===== config.mk =====
export PLATFORM = sky130hd
export DESIGN_NAME = decode_sequencer
export DESIGN_NICKNAME = d
export VERILOG_FILES = /design/src/rtl/decode_sequencer.sv
export SDC_FILE = /design/constraint.sdc
export NUM_CORES = 1
export LEC_CHECK = 0
export ABC_AREA = 1
export CELL_PAD_IN_SITES_DETAIL_PLACEMENT = 2
export CELL_PAD_IN_SITES_GLOBAL_PLACEMENT = 2
export CORE_UTILIZATION = 16
export DETAILED_ROUTE_END_ITERATION = 12
export HOLD_SLACK_MARGIN = 0.02
export PLACE_DENSITY = 0.73
export REMOVE_ABC_BUFFERS = 1
export SYNTH_ARGS = -nofsm -noshare
export SYNTH_HDL_FRONTEND = slang
export SYNTH_SLANG_ARGS = --single-unit

===== constraint.sdc =====
create_clock -name CLOCK_50_I -period 2.1 [get_ports CLOCK_50_I]
set_input_delay 0.63 -clock CLOCK_50_I [delete_from_list [all_inputs] [get_ports CLOCK_50_I]]
set_output_delay 0.63 -clock CLOCK_50_I [all_outputs]
set_load 0.02 [all_outputs]

===== src/rtl/decode_sequencer.sv =====
`default_nettype none
// ============================================================================
//  Module      : decode_sequencer
//  Description : Top-level decode flow sequencer (UART load -> milestone2 ->
//                milestone1 -> VGA) and single-port SRAM grant arbiter.
//  Revision    : 1.0 - initial release
// ============================================================================
module decode_sequencer #(
    parameter logic [25:0] UART_TIMEOUT  = 26'd49999999,
    parameter logic [31:0] STAGE_TIMEOUT = 32'd0,
    parameter logic        SKIP_UART     = 1'b0
) (
    input  logic        CLOCK_50_I,
    input  logic        Resetn,
    input  logic        start_i,
    input  logic        uart_rx_line_i,
    input  logic        uart_we_n_i,
    input  logic [17:0] uart_address_i,
    input  logic [15:0] uart_write_data_i,
    output logic        uart_rx_initialize_o,
    output logic        uart_rx_enable_o,
    output logic        m2_start_o,
    input  logic        m2_finish_i,
    input  logic [17:0] m2_address_i,
    input  logic [15:0] m2_write_data_i,
    input  logic        m2_we_n_i,
    output logic        m1_start_o,
    input  logic        m1_finish_i,
    input  logic [17:0] m1_address_i,
    input  logic [15:0] m1_write_data_i,
    input  logic        m1_we_n_i,
    input  logic [17:0] vga_address_i,
    output logic        vga_enable_o,
    output logic [17:0] SRAM_address_o,
    output logic [15:0] SRAM_write_data_o,
    output logic        SRAM_we_n_o,
    output logic [2:0]  state_o,
    output logic        timeout_error_o
);

    typedef enum logic [2:0] {
        S_IDLE      = 3'd0,
        S_UART_INIT = 3'd1,
        S_UART_RX   = 3'd2,
        S_M2_START  = 3'd3,
        S_M2_RUN    = 3'd4,
        S_M1_START  = 3'd5,
        S_M1_RUN    = 3'd6
    } state_t;

    state_t      r_state;
    state_t      w_state_next;
    logic [25:0] r_uart_timer;
    logic [25:0] w_uart_timer_next;
    logic        r_uart_wrote;
    logic        r_uart_init;
    logic        r_uart_enable;
    logic [31:0] r_stage_timer;
    logic        r_vga_enable;
    logic        r_timeout_error;
    logic        w_accept_start;
    logic        w_uart_done;
    logic        w_stage_expired;
    logic        w_timeout_hit;
    logic        w_finish_idle;
    logic        w_init_pulse;

    // Saturating idle counter; it is compared against its next value so the
    // load-complete transition lands exactly UART_TIMEOUT edges after a write.
    always_comb begin
        w_uart_timer_next = r_uart_timer;
        if (r_uart_init || !uart_we_n_i) begin
            w_uart_timer_next = 26'd0;
        end else if (r_uart_timer != {26{1'b1}}) begin
            w_uart_timer_next = r_uart_timer + 26'd1;
        end
    end

    assign w_uart_done     = (w_uart_timer_next == UART_TIMEOUT) && r_uart_wrote;
    assign w_stage_expired = (STAGE_TIMEOUT != 32'd0) && (r_stage_timer == STAGE_TIMEOUT);

    always_comb begin
        w_state_next   = r_state;
        w_accept_start = 1'b0;
        w_timeout_hit  = 1'b0;
        w_finish_idle  = 1'b0;
        w_init_pulse   = 1'b0;
        case (r_state)
            S_IDLE: begin
                if (start_i || !uart_rx_line_i) begin
                    w_accept_start = 1'b1;
                    w_init_pulse   = 1'b1;
                    w_state_next   = SKIP_UART ? S_M2_START : S_UART_INIT;
                end
            end
            S_UART_INIT: w_state_next = S_UART_RX;
            S_UART_RX: begin
                if (w_uart_done) begin
                    w_init_pulse = 1'b1;
                    w_state_next = S_M2_START;
                end
            end
            S_M2_START: w_state_next = S_M2_RUN;
            // Finish is tested first so it wins over a same-cycle expiry.
            S_M2_RUN: begin
                if (m2_finish_i) begin
                    w_state_next = S_M1_START;
                end else if (w_stage_expired) begin
                    w_timeout_hit = 1'b1;
                    w_state_next  = S_IDLE;
                end
            end
            S_M1_START: w_state_next = S_M1_RUN;
            S_M1_RUN: begin
                if (m1_finish_i) begin
                    w_finish_idle = 1'b1;
                    w_state_next  = S_IDLE;
                end else if (w_stage_expired) begin
                    w_timeout_hit = 1'b1;
                    w_state_next  = S_IDLE;
                end
            end
            default: w_state_next = S_IDLE;
        endcase
    end

    always_ff @(posedge CLOCK_50_I or negedge Resetn) begin
        if (!Resetn) begin
            r_state         <= S_IDLE;
            r_uart_timer    <= 26'd0;
            r_uart_wrote    <= 1'b0;
            r_uart_init     <= 1'b0;
            r_uart_enable   <= 1'b0;
            r_stage_timer   <= 32'd0;
            r_vga_enable    <= 1'b1;
            r_timeout_error <= 1'b0;
        end else begin
            r_state       <= w_state_next;
            r_uart_timer  <= w_uart_timer_next;
            r_uart_init   <= w_init_pulse;
            r_uart_enable <= (r_state == S_UART_INIT);

            if (r_uart_init) begin
                r_uart_wrote <= 1'b0;
            end else if (!uart_we_n_i) begin
                r_uart_wrote <= 1'b1;
            end

            if (r_state == S_M2_START || r_state == S_M1_START) begin
                r_stage_timer <= 32'd0;
            end else if (r_state == S_M2_RUN || r_state == S_M1_RUN) begin
                r_stage_timer <= r_stage_timer + 32'd1;
            end

            if (w_accept_start) begin
                r_vga_enable    <= 1'b0;
                r_timeout_error <= 1'b0;
            end else if (w_finish_idle || w_timeout_hit) begin
                r_vga_enable <= 1'b1;
            end

            if (w_timeout_hit) begin
                r_timeout_error <= 1'b1;
            end
        end
    end

    // Grant follows the registered state only; hand-over states never write.
    always_comb begin
        SRAM_address_o    = vga_address_i;
        SRAM_write_data_o = 16'd0;
        SRAM_we_n_o       = 1'b1;
        case (r_state)
            S_UART_INIT, S_UART_RX: begin
                SRAM_address_o    = uart_address_i;
                SRAM_write_data_o = uart_write_data_i;
                SRAM_we_n_o       = uart_we_n_i;
            end
            S_M2_RUN: begin
                SRAM_address_o    = m2_address_i;
                SRAM_write_data_o = m2_write_data_i;
                SRAM_we_n_o       = m2_we_n_i;
            end
            S_M1_RUN: begin
                SRAM_address_o    = m1_address_i;
                SRAM_write_data_o = m1_write_data_i;
                SRAM_we_n_o       = m1_we_n_i;
            end
            default: begin
            end
        endcase
    end

    assign uart_rx_initialize_o = r_uart_init;
    assign uart_rx_enable_o     = r_uart_enable;
    assign m2_start_o           = (r_state == S_M2_START);
    assign m1_start_o           = (r_state == S_M1_START);
    assign vga_enable_o         = r_vga_enable;
    assign state_o              = r_state;
    assign timeout_error_o      = r_timeout_error;

endmodule
`default_nettype wire


==> impl_metrics.toml <==
[die]
design.portCount = 173
chipWidth_um = 139
die_y_um = 139
initial_core_util_pct = 16.5
std_cell_rows = 49
core_area_mm2 = 0.0181
floorplan.die_area_mm2 = 0.0192

[grt]
grt_pass1_vias = 5724
globalRoute.totalOverflow = 0
grt_start_max_net_pins = 34
grt_antenna_before_repair = 5
wire_length_of_the_first_global_routing_pass_um = 32200
grt.total_usage_pct = 21.9

[synth]
synthXorXnorAreaFrac_pct = 1.76
synth_common_cells = "sky130_fd_sc_hd__nand2_1 (238), sky130_fd_sc_hd__nor2_1 (57), sky130_fd_sc_hd__inv_1 (51), sky130_fd_sc_hd__nand3_1 (43), sky130_fd_sc_hd__dfrtp_1 (32)"
mappedNetlistArea_mm2 = 0.00299
synth.largest_area_cell = "sky130_fd_sc_hd__nand2_1"
post_synth.cell_area_avg_um2 = 5.71
synth.lib_cells_used.distinct = 35
synthesis.yosys.warnings = 0
synth-seq-area-share_pct = 27.7
synth-edff-count = 0
synthDominantCellAreaShare_pct = 29.9
synth_most_common_cell = "sky130_fd_sc_hd__nand2_1"
synth-seq-cells = 33
synthSimpleGateAreaFrac_pct = 54.9
ys_async_sr_fraction_pct = 100
post_synth_mux_area_share_pct = 0
synthesis.instances = 523
largest_family_of_logic_cells_by_synthesized_area = "simple AND/OR/NAND/NOR gates"
synth-main-ff-cell = "sky130_fd_sc_hd__dfrtp_1"
synth_adder_area_share_pct = 0.419
netlist_top_cells_area = "sky130_fd_sc_hd__nand2_1 (30%), sky130_fd_sc_hd__dfrtp_1 (27%), sky130_fd_sc_hd__nand3_1 (7.2%)"
compound_gate_fraction_of_synth_area_pct = 5.03

[outcome]
run_status = "finished with violations"
violations_in_the_final_reports = "DRC, setup timing"

[route]
post-route-drc-count = 1
firstDrtPassIters = 10
drt-initial-drc-count = 85
postRouteAntennaNets = 0
via_total_after_detailed_routing = 4845
viasPerCell = 4.55
routedWlPerCell_um = 20.9
wl_um = 22200

[clocking]
cts_buffer_depth = 2
clkTransAtPathRegs_ns = 0.06
cts_tree = "done"
clk-insertion-delay-late_ns = 0.29
clk_root_buffer_cell = "sky130_fd_sc_hd__clkbuf_16"
clock_sinks = 33
cts_inserted_buffers = 5
h_tree_lvl_count = 2

[placement]
dpl.hpwl_um = 15100
place.gp.congestion = 0.875
numPortBuffers = 171

[timing]
clock.fmax_ghz = 0.407
timing.final.ws_setup_ns = -0.354
finClkSkew_ns = 0.00595
final_max_slew_viol_count = 0
timing.hold.ws_ns = 0.385
report.final.hold_viol_count = 0
post-route-min-period_ns = 2.45
rsz0062_at_grt = "yes"
final_min_period_over_clock_period_pct = 117
setup_viol_count_final = 39

[cells_and_area]
final_layout_size_suffix_gt1_share_pct = 43.7
final_net_count = 959
multiInputGateArea_mm2 = 0.00260
utilization_pct = 40.0
area.sequential_um2 = 830
area_delta_synth_final_pct = 143
nFillCells = 2021

[job]
max_cap_violations = 0

[worst_setup_path]
endpoint_class_of_the_critical_path = "output port"
critPathLaunchType = "register"
worst-setup-path-type = "reg -> out"
crit_arrival_ns = 1.82
critical_path_required_ns = 1.47
crit_path_max_fanout = 7

[hold_path]
min_delay_path_class = "in -> async"

[power_and_ir_drop]
worst_ir_drop_vdd_uv = 657
total_leakage_power_nw = 3.46
totalPowerFinal_mw = 7.22
pwr_density_cell_mw_per_mm2 = 994
-- layer usage --
metal | global-route usage (%) | part of all wire [%] | vias to the layer above
met5 | 0 | 0 | -
met4 | 9.30 | 3.7 | 0
met3 | 5.87 | 6.4 | 41
met2 | 43.3 | 56 | 161
met1 | 21.2 | 34 | 2395
li1 | - | - | 2248
-- sequential cells by signal, indices dropped and copies added (netlist names) --
name / cells
uart_rx_initialize_o: 1
r_uart_wrote: 1
uart_rx_enable_o: 1
vga_enable_o: 1
r_uart_timer: 26
state_o: 3
-- kinds of logic (layout without fill, tap and decap cells) --
group | count (synthesis) | after routing
simple gates | 381 | 381
buf+inv | 75 | 382
flops | 33 | 33
compound gates | 26 | 26
xor+xnor | 6 | 6
fa+ha+maj | 1 | 1
other cells | 1 | 6
-- critical path, cell delays in order (launching register included) --
cell and delay [ns]:
sky130_fd_sc_hd__dfrtp_1 0.40, sky130_fd_sc_hd__buf_6 0.14, sky130_fd_sc_hd__nor3_4 0.16, sky130_fd_sc_hd__inv_2 0.09, sky130_fd_sc_hd__nand2_4 0.10, sky130_fd_sc_hd__inv_4 0.04, sky130_fd_sc_hd__nand2_4 0.07, sky130_fd_sc_hd__inv_6 0.05
sky130_fd_sc_hd__buf_8 0.14, sky130_fd_sc_hd__nand2_2 0.06, sky130_fd_sc_hd__nand4_1 0.11, sky130_fd_sc_hd__buf_6 0.16
-- layout by cell type (no fill, tap or decap), drive strengths merged, types with 4 or more instances in the layout --
cell type / instances
nand2: 243
buf: 178
nor2: 65
clkbuf: 8
inv: 57
dfrtp: 32
clkdlybuf4s50: 130
a21oi: 10
nand4: 22
o21ai: 9
diode: 5
nand3: 44
nand3b: 4
-- repair_timing --
| action | 4_1_cts | 5_1_grt |
|---|---|---|
| buffers inserted | 29 | 15 |
| hold buffers | 0 | 0 |
| cloned | 7 | 1 |
| endpoints found under the setup margin | 42 | 42 |
| resized for setup | 355 | 92 |
| pin swaps | 36 | 31 |
-- where the power goes --
part,leakage (nW),internal (mW),switching [mW]
clock network,0.0831,0.593,0.312
registers,0.444,0.724,0.0884
logic,2.93,2.62,2.88
-- layout make-up --
cell class                 count  share of cell area [%]
inverter                      60                    3.27
timing repair buffer         314                    43.0
clock inverter                 2                   0.517
tap                          229                    3.95
antenna                        5                   0.172
clock buffer                   6                    1.91
multi-input combinational    415                    35.8
sequential                    33                    11.4
-- metrics by stage --
stage                     setup slack (ns)  std cells  TNS, ns  area [um2]
final                               -0.354       1064   -10.93        7260
after global routing                -0.459       1064   -14.60        7260
after CTS                           -0.321       1046    -9.58        6860
after detailed placement            -0.566       1003   -20.16        5700
after global placement              -0.534       1003   -16.86        5700
after floorplan                     -0.834        508   -25.22        2910
-- final timing paths --
path / start / end / slack [ns] / depth (start not counted)
worst max-delay path: state_o[2] / SRAM_address_o[0] / -0.35 / 11
worst min-delay path: Resetn / r_uart_timer[11] / 0.38 / 2
worst max register to register: r_uart_timer[0] / state_o[1] / -0.25 / 17
worst min register to register: uart_rx_initialize_o / r_uart_wrote / 0.54 / 1
max in group asynchronous: Resetn / state_o[0] / 1.34 / 2
min in group CLOCK_50_I: uart_rx_initialize_o / r_uart_wrote / 0.54 / 1
Power figures use the tool's default switching activity.
